===== config.mk =====
export PLATFORM = sky130hd
export DESIGN_NAME = dmem_responder_flat
export DESIGN_NICKNAME = d
export VERILOG_FILES = /design/src/rtl/dmem_responder_if.sv /design/src/rtl/dmem_responder.sv /design/src/flat_wrapper.sv
export SDC_FILE = /design/constraint.sdc
export NUM_CORES = 2
export LEC_CHECK = 0
export ABC_AREA = 0
export CAP_MARGIN = 20
export CORE_MARGIN = 1
export CORE_UTILIZATION = 25
export DETAILED_ROUTE_END_ITERATION = 8
export GPL_TIMING_DRIVEN = 1
export PLACE_DENSITY_LB_ADDON = 0.3
export SLEW_MARGIN = 0
export SYNTH_ARGS = -nofsm -noshare
export SYNTH_HDL_FRONTEND = slang
export SYNTH_SLANG_ARGS = --single-unit
export TNS_END_PERCENT = 50

===== constraint.sdc =====
create_clock -name clk -period 3.8 [get_ports clk]
set_input_delay 0.57 -clock clk [delete_from_list [all_inputs] [get_ports clk]]
set_output_delay 0.57 -clock clk [all_outputs]
set_load 0.02 [all_outputs]

===== src/rtl/dmem_responder_if.sv =====
// Load/store handshake between the CPU data-memory port (master) and the
// memory responder (slave).
interface dmem_responder_if;
  logic        req;
  logic        we;
  logic [31:0] addr;
  logic [31:0] wdata;
  logic        busy;
  logic        ack;
  logic [31:0] rdata;
  logic        err;

  modport master (
    output req, we, addr, wdata,
    input  busy, ack, rdata, err
  );

  modport slave (
    input  req, we, addr, wdata,
    output busy, ack, rdata, err
  );
endinterface


===== src/rtl/dmem_responder.sv =====
// Word-array data memory that services one request at a time with WAIT_CYCLES wait states.
// Optional misaligned-access error reporting is enabled by defining DMEM_MISALIGN_CHECK_EN.
module dmem_responder #(
  parameter int unsigned DEPTH_WORDS = 64,
  parameter int unsigned WAIT_CYCLES = 2
) (
  input logic             clk,
  input logic             pcrst,
  dmem_responder_if.slave bus
);
  localparam int unsigned IdxW    = $clog2(DEPTH_WORDS);
  localparam logic [3:0]  CntInit = (WAIT_CYCLES > 0) ? 4'(WAIT_CYCLES - 1) : 4'd0;
  localparam bit          NoWait  = (WAIT_CYCLES == 0);

  typedef enum logic [1:0] {StIdle, StWait, StResp} state_e;

  state_e          state_q;
  logic [3:0]      cnt_q;
  logic [IdxW-1:0] idx_q;
  logic [1:0]      lo_q;
  logic            we_q;
  logic [31:0]     wdata_q;
  logic            busy_q;
  logic            ack_q;
  logic            err_q;
  logic [31:0]     rdata_q;
  logic [31:0]     mem [DEPTH_WORDS];

  logic            commit;
  logic            c_we;
  logic            c_mis;
  logic [IdxW-1:0] c_idx;
  logic [1:0]      c_lo;
  logic [31:0]     c_wdata;

  always_comb begin
    commit  = ((state_q == StIdle) && bus.req && NoWait) ||
              ((state_q == StWait) && (cnt_q == 4'd0));
    // With no wait states the commit edge is the acceptance edge, so live inputs are used.
    c_idx   = idx_q;
    c_lo    = lo_q;
    c_we    = we_q;
    c_wdata = wdata_q;
    if (state_q == StIdle) begin
      c_idx   = bus.addr[IdxW+1:2];
      c_lo    = bus.addr[1:0];
      c_we    = bus.we;
      c_wdata = bus.wdata;
    end
  end

`ifdef DMEM_MISALIGN_CHECK_EN
  assign c_mis = (c_lo != 2'b00);
`else
  assign c_mis = 1'b0;
  logic unused_lo;
  assign unused_lo = ^c_lo;
`endif

  logic unused_addr;
  assign unused_addr = ^bus.addr[31:IdxW+2];

  always_ff @(posedge clk) begin
    if (pcrst) begin
      state_q <= StIdle;
      cnt_q   <= 4'd0;
      busy_q  <= 1'b0;
      ack_q   <= 1'b0;
      err_q   <= 1'b0;
      rdata_q <= 32'h0;
    end else begin
      ack_q <= 1'b0;
      err_q <= 1'b0;
      if (commit) begin
        ack_q <= 1'b1;
        err_q <= c_mis;
        if (!c_we) begin
          rdata_q <= c_mis ? 32'h0 : mem[c_idx];
        end
      end
      unique case (state_q)
        StIdle: begin
          if (bus.req) begin
            idx_q   <= bus.addr[IdxW+1:2];
            lo_q    <= bus.addr[1:0];
            we_q    <= bus.we;
            wdata_q <= bus.wdata;
            busy_q  <= 1'b1;
            if (NoWait) begin
              state_q <= StResp;
            end else begin
              state_q <= StWait;
              cnt_q   <= CntInit;
            end
          end
        end
        StWait: begin
          if (cnt_q == 4'd0) begin
            state_q <= StResp;
          end else begin
            cnt_q <= cnt_q - 4'd1;
          end
        end
        StResp: begin
          state_q <= StIdle;
          busy_q  <= 1'b0;
        end
        default: state_q <= StIdle;
      endcase
    end
  end

  // Array is not cleared by reset; a reset on the commit edge wins over the write.
  always_ff @(posedge clk) begin
    if (!pcrst && commit && c_we && !c_mis) begin
      mem[c_idx] <= c_wdata;
    end
  end

  assign bus.busy  = busy_q;
  assign bus.ack   = ack_q;
  assign bus.err   = err_q;
  assign bus.rdata = rdata_q;
endmodule

===== src/flat_wrapper.sv =====
// flat-port wrapper written by rule: the top's interface ports become plain ports
module dmem_responder_flat 
#(
  parameter int unsigned DEPTH_WORDS = 64,
  parameter int unsigned WAIT_CYCLES = 2
)
  (clk, pcrst, bus_req, bus_we, bus_addr, bus_wdata, bus_busy, bus_ack, bus_rdata, bus_err);
  dmem_responder_if bus_i ();
  input logic clk;
  input logic pcrst;
  input wire logic [$bits(bus_i.req)-1:0] bus_req;
  input wire logic [$bits(bus_i.we)-1:0] bus_we;
  input wire logic [$bits(bus_i.addr)-1:0] bus_addr;
  input wire logic [$bits(bus_i.wdata)-1:0] bus_wdata;
  output wire logic [$bits(bus_i.busy)-1:0] bus_busy;
  output wire logic [$bits(bus_i.ack)-1:0] bus_ack;
  output wire logic [$bits(bus_i.rdata)-1:0] bus_rdata;
  output wire logic [$bits(bus_i.err)-1:0] bus_err;
  assign bus_i.req = bus_req;
  assign bus_i.we = bus_we;
  assign bus_i.addr = bus_addr;
  assign bus_i.wdata = bus_wdata;
  assign bus_busy = bus_i.busy;
  assign bus_ack = bus_i.ack;
  assign bus_rdata = bus_i.rdata;
  assign bus_err = bus_i.err;
  dmem_responder #(.DEPTH_WORDS(DEPTH_WORDS), .WAIT_CYCLES(WAIT_CYCLES)) u_core (.clk(clk), .pcrst(pcrst), .bus(bus_i));
endmodule

==> results.tsv <==
stage	metric	value	unit
worst_setup_path	reg-to-reg slack, setup	10	ps
worst_setup_path	CP endpoint kind	flip-flop	
timing	Worst Max-Slew Pin Slew	953	ps
timing	RSZ-0062 raised after global routing	no	
timing	Pins Over Slew Limit	0	
global_routing	global-route wire length before repair	426	mm
placement	Post-Place Cells	9480	
synthesis	Netlist cell types	63	
die	full die area	320000	um^2
placement	DPL Wire Length	198	mm
worst_setup_path	Critical Path AT	4500	ps
clock_network	Worst-path clk slew	60	ps
synthesis	Syn Inst Count	4815	
run_status	status	completed	
route	DRT iter0 DRCs	7870	
die	Site Rows	206	
job	max-cap violations	0	
clock_network	CTS tree	yes	
route	Avg WL per Cell	32.2	um
clock_network	H-tree depth	4	
route	Vias per Instance	5.22	
global_routing	Congestion Overflow GR	0	
cells_and_area	final net count	5608	
route	Detailed Routing Iterations Pass 1	6	
placement	GPL Wtd Cong	0.857	
global_routing	Total GRT Usage	19.2	%
clock_network	Num CTS Buffers	215	
clock_network	clock buffer depth	3	
clock_network	CTS root buf	clkbuf_16	
route	Routed Antenna Nets	0	
worst_setup_path	critical path class	reg2reg	
synthesis	sequential area share after synthesis	79.8	%
timing	setup ws final	14.0	ps
timing	Final Cycle Share	99.6	%
cells_and_area	most frequent cells in the layout	edfxtp_1 (2087), nand2_1 (531), buf_4 (467)	
die	area of the core	316000	um^2
power	P per Cell Area	533	nW/um^2
worst_setup_path	Critical Path RT	4520	ps
clock_network	clk sinks	2127	
cells_and_area	final std cells w/o fill	9897	
synthesis	EDFF count, synth	2087	
timing	clock skew	45.3	ps
worst_setup_path	CP startpoint kind	flip-flop	
cells_and_area	layout cell share with drive strength beyond 1	20.7	%
clock_network	# hold bufs at CTS	0	
timing	Final Hold Fails	0	
cells_and_area	synth-to-layout area growth	26.6	%
die	Die Ht	566	um
timing	Setup Viol. Count Final	0	
die	number of I/O pins	103	
clock_network	Clock Latency Late Sink	880	ps
power	static leakage	0.0326	uW
synthesis	warning count from the yosys run	0	
route	via count	51700	
synthesis	Synth async-reset ratio	0	%
route	Post-Route WL	318	mm
power	VDD IR max	385	uV
die	Die X	566	um
synthesis	Main synth FF type	edfxtp_1	
timing	Hold Worst Slack	272	ps
min_path	Worst Hold Class	in2reg	
synthesis	mapped cell area	79500	um^2
timing	Slew headroom	35.9	%
global_routing	vias in the first global route	48800	
placement	pre-CTS setup slack	-630	ps
worst_setup_path	Crit Path Max Fanout	17	
synthesis	syn_nets	4884	
synthesis	Syn Area/Cell	16.5	um^2
timing	f_max	264	MHz
synthesis	Seq cells post-synth	2127	
placement	I/O Buffers	75	
power	total power	53700	uW
global_routing	largest net degree at the start of global routing	65	
die	Initial Util	25.2	%
cells_and_area	most common cell after layout, fill and taps aside	edfxtp_1	
route	drc violations	0	
timing	minimum clock period	3790	ps
global_routing	antenna violations before repair	16	
sequential cells by signal, indices dropped and copies added (netlist names):
name              flops
u_core.bus.rdata     32
u_core.bus.busy       1
u_core.mem         2048
u_core.we_q           1
u_core.wdata_q       32
u_core.idx_q          6
u_core.cnt_q          4
u_core.bus.ack        1
u_core.state_q        2
kinds of logic after synthesis:
logic type,Yosys count,share of synthesized area [%]
buffers and inverters,303,1.66
other,1,0.00472
adders and majority gates,1,0.0157
xor gates and xnor gates,2,0.0220
muxes,254,3.21
and+or+nand+nor,898,4.66
DFF,2127,79.8
AOI/OAI and AO/OA,1229,10.6
final cells by class:
cell class | instances | area, um^2
fill | 30500 | 215000
sequential | 2127 | 63500
multi-input combinational | 2385 | 15600
timing repair buffer | 804 | 9490
clock buffer | 269 | 5650
tap | 4160 | 5200
clock inverter | 139 | 1240
inverter | 6 | 22.5
antenna | 7 | 17.5
Yosys cell counts (all sizes together) (51+ instances only):
| cell type | number | area share, % |
|---|---|---|
| nor2 | 172 | 0.81 |
| mux2i | 248 | 3.1 |
| a21oi | 208 | 1.3 |
| o21ai | 152 | 0.96 |
| o22ai | 119 | 0.94 |
| a31oi | 94 | 0.74 |
| a22o | 51 | 0.56 |
| edfxtp | 2087 | 79 |
| nand2 | 572 | 2.7 |
| a22oi | 360 | 3.4 |
| buf | 187 | 1.1 |
| clkbuf | 110 | 0.52 |
| a221oi | 96 | 1.1 |
routing by layer:
layer,routed length [um],vias to the layer above,track usage [%]
met2,148000,2928,31.0
met5,27,-,0
met4,11600,4,6.75
met3,26700,514,2.88
li1,-,20800,-
met1,132000,27400,26.3
critical path: stages, from the launching register on:
cell,delay [ps]
dfxtp_1,430
buf_4,210
nor2_4,400
nor3_1,140
a21oi_4,390
buf_12,330
o22ai_1,180
o21ai_0,290
buf_4,160
nand4_1,90
buf_4,170
nor4_1,540
buf_4,200
a211oi_1,60
path summary, 6_finish.rpt:
path                              from              endpoint  cells after the start
setup / recovery     u_core.state_q[0]  u_core.bus.rdata[18]                     13
hold reg to reg   u_core.bus.rdata[18]  u_core.bus.rdata[18]                      2
hold / removal           bus_wdata[30]    u_core.wdata_q[30]                      1
setup reg to reg     u_core.state_q[0]  u_core.bus.rdata[18]                     13
metrics by stage:
stage | utilization (%) | setup TNS (ps) | area, um^2
6_report | 31.9 | 0 | 101000
5_1_grt | 31.9 | 0 | 101000
4_1_cts | 31.9 | 0 | 101000
3_5_place_dp | 29.7 | -13280 | 93700
3_3_place_gp | 29.7 | -12190 | 93700
2_1_floorplan | - | -483320 | 79500
timing repair:
| action | 4_1_cts | 5_1_grt |
|---|---|---|
| buffers inserted | 0 | 2 |
| pin swaps | 0 | 2 |
| endpoints found under the hold margin | 0 | 0 |
| resized for setup | 3 | 1 |
| setup endpoints to repair | 3 | 6 |
power breakdown:
group          internal (uW)  switching (uW)  leakage [uW]  total (uW)
Sequential             26500            62.0        0.0191       26500
Combinational           1990            4210        0.0101        6200
Clock                  11700            9260       0.00336       21000
(Power assumes the default switching activity.)
